**src/rtl/lcd_pkg.sv**
```systemverilog
// Shared HD44780 definitions: write-engine state encoding, command bytes and
// default bus timing at 50 MHz, common to the initializer and the write engine.
package lcd_pkg;

    typedef enum logic [2:0] {
        ST_IDLE  = 3'd0,
        ST_SETUP = 3'd1,
        ST_PULSE = 3'd2,
        ST_HOLD  = 3'd3,
        ST_WAIT  = 3'd4,
        ST_DONE  = 3'd5
    } lcd_state_e;

    localparam logic [7:0] LCD_CLEAR     = 8'h01;
    localparam logic [7:0] LCD_HOME      = 8'h02;
    localparam logic [7:0] LCD_ENTRY     = 8'h06;
    localparam logic [7:0] LCD_DISP_ON   = 8'h0C;
    localparam logic [7:0] LCD_FUNC_8B2L = 8'h38;

    localparam int unsigned LCD_T_SETUP_CYC = 4;
    localparam int unsigned LCD_T_EN_CYC    = 25;
    localparam int unsigned LCD_T_HOLD_CYC  = 4;
    localparam int unsigned LCD_T_EXEC_CYC  = 2000;
    localparam int unsigned LCD_T_LONG_CYC  = 82000;
    localparam int unsigned LCD_CNT_W       = 17;

    // Clear (0x01) and return-home (0x02/0x03) need the long execution wait.
    function automatic logic is_long_cmd(input logic rs, input logic [7:0] cmd);
        return (!rs) && (cmd[7:2] == 6'b0) && (cmd != 8'h00);
    endfunction

endpackage

```
**src/rtl/lcd_delay_counter.sv**
```systemverilog
// Loadable down counter for LCD phase timing; saturates at zero instead of wrapping.
module lcd_delay_counter
    import lcd_pkg::*;
#(
    parameter int unsigned CNT_W = LCD_CNT_W
) (
    input  logic             clk,
    input  logic             reset,
    input  logic             load,
    input  logic [CNT_W-1:0] load_val,
    input  logic             en,
    output logic             zero
);

    logic [CNT_W-1:0] cnt;

    always_ff @(posedge clk or posedge reset) begin
        if (reset) begin
            cnt <= '0;
        end else if (load) begin
            cnt <= load_val;
        end else if (en && (cnt != '0)) begin
            cnt <= cnt - CNT_W'(1);
        end
    end

    assign zero = (cnt == '0);

endmodule

```
**src/rtl/lcd_write_engine.sv**
```systemverilog
// Nios II multicycle custom instruction: one HD44780 write (setup, E pulse, hold)
// followed by the controller execution wait, signalled by a one-cycle done.
module lcd_write_engine
    import lcd_pkg::*;
#(
    parameter int unsigned T_SETUP_CYC = LCD_T_SETUP_CYC,
    parameter int unsigned T_EN_CYC    = LCD_T_EN_CYC,
    parameter int unsigned T_HOLD_CYC  = LCD_T_HOLD_CYC,
    parameter int unsigned T_EXEC_CYC  = LCD_T_EXEC_CYC,
    parameter int unsigned T_LONG_CYC  = LCD_T_LONG_CYC,
    parameter int unsigned CNT_W       = LCD_CNT_W
) (
    input  logic        clk,
    input  logic        reset,
    input  logic        clk_en,
    input  logic        start,
    input  logic [31:0] dataa,
    input  logic [31:0] datab,
    output logic [31:0] result,
    output logic        done,
    output logic        lcd_enable,
    output logic        lcd_rs,
    output logic        lcd_rw,
    output logic [7:0]  lcd_data
);

    localparam logic [CNT_W-1:0] LD_SETUP = CNT_W'(T_SETUP_CYC - 1);
    localparam logic [CNT_W-1:0] LD_EN    = CNT_W'(T_EN_CYC - 1);
    localparam logic [CNT_W-1:0] LD_HOLD  = CNT_W'(T_HOLD_CYC - 1);
    localparam logic [CNT_W-1:0] LD_EXEC  = CNT_W'(T_EXEC_CYC - 1);
    localparam logic [CNT_W-1:0] LD_LONG  = CNT_W'(T_LONG_CYC - 1);

    lcd_state_e       state, state_nxt;
    logic             long_wait, long_wait_nxt;
    logic             enable_nxt, done_nxt, rs_nxt;
    logic [7:0]       data_nxt;
    logic [31:0]      result_nxt;
    logic             cnt_load_req;
    logic [CNT_W-1:0] cnt_val;
    logic             cnt_zero;
    logic             unused_bits;

    assign unused_bits = ^{dataa[31:9], datab[31:1]};

    lcd_delay_counter #(.CNT_W(CNT_W)) u_delay (
        .clk      (clk),
        .reset    (reset),
        .load     (clk_en && cnt_load_req),
        .load_val (cnt_val),
        .en       (clk_en),
        .zero     (cnt_zero)
    );

    // State and registered outputs; clk_en low freezes everything.
    always_ff @(posedge clk or posedge reset) begin
        if (reset) begin
            state      <= ST_IDLE;
            long_wait  <= 1'b0;
            lcd_enable <= 1'b0;
            lcd_rs     <= 1'b0;
            lcd_rw     <= 1'b0;
            lcd_data   <= 8'h00;
            done       <= 1'b0;
            result     <= 32'h0;
        end else if (clk_en) begin
            state      <= state_nxt;
            long_wait  <= long_wait_nxt;
            lcd_enable <= enable_nxt;
            lcd_rs     <= rs_nxt;
            lcd_rw     <= 1'b0;
            lcd_data   <= data_nxt;
            done       <= done_nxt;
            result     <= result_nxt;
        end
    end

    // Next-state and next-output decode; each phase ends when the counter reaches zero.
    always_comb begin
        state_nxt     = state;
        long_wait_nxt = long_wait;
        enable_nxt    = lcd_enable;
        rs_nxt        = lcd_rs;
        data_nxt      = lcd_data;
        done_nxt      = done;
        result_nxt    = result;
        cnt_load_req  = 1'b0;
        cnt_val       = '0;

        unique case (state)
            ST_IDLE: begin
                if (start) begin
                    data_nxt      = dataa[7:0];
                    rs_nxt        = dataa[8];
                    result_nxt    = {23'b0, dataa[8:0]};
                    long_wait_nxt = datab[0] | is_long_cmd(dataa[8], dataa[7:0]);
                    cnt_load_req  = 1'b1;
                    cnt_val       = LD_SETUP;
                    state_nxt     = ST_SETUP;
                end
            end
            ST_SETUP: begin
                if (cnt_zero) begin
                    enable_nxt   = 1'b1;
                    cnt_load_req = 1'b1;
                    cnt_val      = LD_EN;
                    state_nxt    = ST_PULSE;
                end
            end
            ST_PULSE: begin
                if (cnt_zero) begin
                    enable_nxt   = 1'b0;
                    cnt_load_req = 1'b1;
                    cnt_val      = LD_HOLD;
                    state_nxt    = ST_HOLD;
                end
            end
            ST_HOLD: begin
                if (cnt_zero) begin
                    cnt_load_req = 1'b1;
                    cnt_val      = long_wait ? LD_LONG : LD_EXEC;
                    state_nxt    = ST_WAIT;
                end
            end
            ST_WAIT: begin
                if (cnt_zero) begin
                    done_nxt  = 1'b1;
                    state_nxt = ST_DONE;
                end
            end
            ST_DONE: begin
                done_nxt  = 1'b0;
                state_nxt = ST_IDLE;
            end
            default: begin
                state_nxt = ST_IDLE;
            end
        endcase
    end

endmodule
```
**config.mk**
```make
export PLATFORM = sky130hd
export DESIGN_NAME = lcd_write_engine
export DESIGN_NICKNAME = d
export VERILOG_FILES = /design/src/rtl/lcd_pkg.sv /design/src/rtl/lcd_delay_counter.sv /design/src/rtl/lcd_write_engine.sv
export SDC_FILE = /design/constraint.sdc
export NUM_CORES = 1
export LEC_CHECK = 0
export BUFFER_PORTS_ARGS = -buffer_cell sky130_fd_sc_hd__buf_2
export CORE_ASPECT_RATIO = 1.4
export CORE_MARGIN = 2
export CORE_UTILIZATION = 48
export DETAILED_ROUTE_END_ITERATION = 7
export GPL_ROUTABILITY_DRIVEN = 0
export GPL_TIMING_DRIVEN = 0
export PLACE_DENSITY = 0.86
export SYNTH_ARGS = -nofsm -noshare
export SYNTH_HDL_FRONTEND = slang
export SYNTH_SLANG_ARGS = --single-unit
```
**constraint.sdc**
```tcl
create_clock -name clk -period 3.1 [get_ports clk]
set_input_delay 0.62 -clock clk [delete_from_list [all_inputs] [get_ports clk]]
set_output_delay 0.62 -clock clk [all_outputs]
set_load 0.02 [all_outputs]
```
After elaboration in Yosys (flattened, before gate mapping)
Cells that the tools add are included.

Add/subtract/negate cells: 1. Equality and inequality tests: 10. Muxes and demuxes: 21. Bitwise gates (word level): 1. Reductions and logical operators: 18.

Operator list (count): 2-to-1 mux 17 bit (4); one-hot mux 17 bit (4 select lines) (1); zero test 17 bit (1); nonzero test 17 bit (1); subtractor 17 x 1 -> 17 bit, second input constant (1); 2-to-1 mux 3 bit (5); one-hot mux 3 bit (5 select lines) (1); != test 2 bit, second input constant (5); nonzero test 8 bit (1); equality test 3 x 2 -> 1 bit, second input constant (2); equality test 3 bit, second input constant (2); zero test 6 bit (1); one-hot mux 1 bit (2 select lines) (3); AND reduction 3 bit (2); AND reduction 6 bit (1); nonzero test 2 bit (3); 2-to-1 mux 5 bit (1); logical AND 1 bit (4); 2-to-1 mux 1 bit (4); 2-to-1 mux 2 bit (2); AND reduction 4 bit (1); equality test 3 x 1 -> 1 bit, second input constant (1); zero test 3 bit (1); OR reduction 3 bit (1); other kinds (2) (2).

Register bits after elaboration: 41. Input bits: 68. Output and inout bits: 44. Logic and storage cells: 59.

Depth between registers and ports, before layout
Depth in word-level cells: 5. Mapped depth: 8. Gate-level depth less buffers: 7.

Hierarchy
Synthesis repeated with hierarchy kept, for this count alone.

Cell total of the unflattened synthesis: 242. Area total of the unflattened synthesis: 2197.1 sq um.

By module, submodules not included: lcd_delay_counter (instances 1, cells each 138, area each 1154.9 sq um, sequential area each 425.4 sq um); lcd_write_engine (instances 1, cells each 104, area each 1042.2 sq um, sequential area each 375.4 sq um).

Worst setup path after synthesis
Ideal clock, no wire load.

Kind: input-to-reg. Start: input port clk_en. End: register u_delay.cnt[5]. Library setup time: 0.122 ns. Arrival: 1.726 ns. Data required time: 2.978 ns. Setup slack: 1.252 ns. Stages: 5. Buffers on the path: 1. Path through: clkbuf_1 inv_1 or4_1 xor2_1 nor2_1.

Cells in the longest elaborated chain, start to end: 2. Elaborated cells between the ends (all ways): 4. Those cells by class: mux (1); reduce/logical (3).

Ends and longest elaborated chain: from (decl) (RTL line lcd_write_engine.sv:15) `input logic clk_en,`; logical AND 1 bit, on equally long branches (RTL line lcd_write_engine.sv:48, lcd_delay_counter.sv:22); 2-to-1 mux 17 bit / nonzero test 2 bit (equally long branches); to (signal assigned) (RTL line lcd_delay_counter.sv:21) `cnt <= load_val;`; to (signal assigned) (RTL line lcd_delay_counter.sv:23) `cnt <= cnt - CNT_W'(1);`; to (decl) (RTL line lcd_delay_counter.sv:15) `logic [CNT_W-1:0] cnt;`.

Several ways; a longest one is shown, not always the timed one. A chain may end at the register's enable or synchronous reset.

Worst setup path after layout
Start: register u_delay.cnt[0]. End: register u_delay.cnt[7].

Cells in the longest elaborated chain, start to end: 5. Elaborated cells between the ends (all ways): 12. Those cells by class: add/sub (1); mux (6); reduce/logical (5).

Ends and longest elaborated chain: parallel branches: the longest is 5 deep, another holds subtractor 17 x 1 -> 17 bit.

Parallel ways; which one is timed is not known. The select of a mux whose other input is x is not followed.

==> out/metrics.cfg <==
[global_routing]
grt_overflow = 0
grt_max_degree = 33
grt_pass1_vias = 1598
grt_pass1_wl_mm = 7.11
antenna_found_initial = 0
grt_usage_pct = 19.8

[floorplanning]
die_x_um = 58.8
ios = 112
initial_core_util_pct = 50.7
die_area_um2 = 4750
coreArea_um2 = 3990
die_h_um = 80.8
core.rowCount = 27

[power_and_ir_drop]
p_switching_uw = 943
internal_power_mw = 1.25
ir_drop_mv = 0.495
p_leak_nw = 1.19
p_per_area_nw_per_um2 = 897
pwr-share-comb_pct = 47.6
clkPwrFrac_pct = 15.9
p_sw_share_pct = 42.9
pwr-share-seq_pct = 36.5
power.total_mw = 2.20

[cts]
cts_buffer_depth = 2
postCtsSetupBuffers = 0
cts_tree = done
cts_resized = 0
cts-buffers-inserted = 5
clockRootBuffer = clkbuf_8
cts_sinks = 32
cts.clk_slew.worst_paths_ps = 70
cts_hold_buf = 0
clock_latency_ps = 280
h-tree-depth = 2

[finish]
mostFrequentLayoutCell = buf_2
fillers = 347
layout_common_cells = buf_2, buf_4, dfrtp_1
final_util_pct = 61.5
synthToLayoutAreaGrowth_pct = 21.2
drive_gt1_share_pct = 35.0
layout.cells.non_filler = 320
num-nets-final = 347
diodes = 0

[status]
status = finished, violations left
violations = DRC

[synthesis]
ys_seq_area_share_pct = 39.6
synthesis.area_um2 = 2020
synth_area_leaders = dfrtp_1, buf_4, mux2_2
synth_top_area_cell = dfrtp_1
syn_avg_cell_area_um2 = 9.49
synth.distinct_cells = 44
synth_seq_cells = 32
yosys.area.top_type_share_pct = 39.6
async_reset_ff_share_pct = 100
synth_edf_count = 0
ys.flop_type = dfrtp_1
syn_inst = 213
ys_warn_count = 0

[worst_setup_path]
path_class = flop to flop
startpoint_type = flop
ff2ff_path_depth = 7
cp.required_ps = 3280
critical_path.max_fanout = 5
worstPathArrival_ps = 2300
endpoint_kind = flop

[sta]
worst_pin_slew_ps = 508
rsz0062_at_grt = no
setup_viol = 0
setup_slack_ps = 985
slew_violations = 0
hold_violations = 0
period_needed_ps = 2120
slew_headroom_pct = 66.1
fin_setup_tns_ps = 0
timing.final.crit_share_pct = 68.2
finalClockSkew_ps = 7.88
fmax_mhz = 473

[placement]
pre_cts_ws_ps = 820
dpl.cell_count = 312
dp_hpwl_mm = 3.16
port_buffers = 33

[min_path]
worstHoldPathType = input pin to asynchronous set/reset pin

[route]
drcViolationCount = 4
drt_pre_antenna_iters = 7
drt_iter0_drc = 62
vias_per_cell = 5.41
drtAntennaViolNets = 0
wl_mm = 4.32
vias = 1731
wl_per_cell_um = 13.5

[job]
maxCapViolations = 0

## per-layer routing
metal  track usage [%]  vias up  wire [um]
met4              15.2        0        165
met3              4.62       16        384
li1                  -      822          -
met1              21.8      793       1610
met2              32.4      100       2160
met5                 0        -          0
## power by group through the flow
stage / clock network, mW / logic (mW) / registers, mW
global placement: 0 / 1.01 / 0.791
floorplan: 0 / 0.728 / 0.837
CTS: 0.355 / 1.04 / 0.798
global route: 0.370 / 1.13 / 0.834
finish: 0.350 / 1.05 / 0.801
detailed placement: 0 / 1.03 / 0.799
## worst paths after layout
| check | start | slack [ps] | endpoint |
|---|---|---|---|
| max | u_delay.cnt[0] | 980 | u_delay.cnt[7] |
| max in group asynchronous | reset | 2300 | state[2] |
| min | reset | 330 | u_delay.cnt[15] |
| min in group clk | long_wait | 520 | long_wait |
| max reg2reg | u_delay.cnt[0] | 980 | u_delay.cnt[7] |
| min reg2reg | long_wait | 520 | long_wait |
## sequential cells by signal, summed over array words and instances, names as in the netlist
name / flops
done: 1
lcd_data: 7
lcd_enable: 1
long_wait: 1
result: 2
state: 3
u_delay.cnt: 17
## worst max-delay path, cell delays in order, from the launching register on
cell and delay (ps):
dfrtp_1 420, inv_1 80, ha_1 230, nor4b_2 170
and4_1 270, a21oi_1 390, o21ai_0 170, a221oi_1 280
## layout make-up
type / count / area [um^2] / area share (%)
multi-input combinational: 156 / 997 / 40.7
sequential: 32 / 801 / 32.7
buffer: 41 / 283 / 11.5
timing repair buffer: 34 / 193 / 7.87
clock buffer: 7 / 96.3 / 3.93
tap: 43 / 53.8 / 2.20
inverter: 7 / 26.3 / 1.07
## synthesized netlist by cell type (all sizes together), types with 3 or more instances
| library cell | n |
|---|---|
| nand4 | 8 |
| dfrtp | 32 |
| xnor2 | 3 |
| o21ai | 15 |
| a21oi | 12 |
| clkbuf | 4 |
| nand2 | 8 |
| mux2i | 4 |
| nand3 | 7 |
| nor2 | 20 |
| inv | 7 |
| buf | 37 |
| xor2 | 8 |
| nor3 | 3 |
| or4 | 3 |
| mux2 | 9 |
| nor4 | 9 |
## logic make-up after synthesis
kind of cell | Yosys count | share of synthesized area (%)
multiplexers | 13 | 7.00
AO/OA/AOI/OAI | 39 | 12.1
adder cells (fa/ha/maj) | 2 | 1.24
other | 1 | 0.186
AND/OR/NAND/NOR | 67 | 19.8
XOR/XNOR | 11 | 4.77
flip-flops | 32 | 39.6
buffers and inverters | 48 | 15.3
## stage by stage
step / cell area, um^2 / hold slack (ps)
after floorplan: 2110 / 463
after global placement: 2330 / 486
after detailed placement: 2330 / 497
after CTS: 2420 / 512
after global routing: 2450 / 368
final: 2450 / 327
Power figures use the tool's default switching activity.
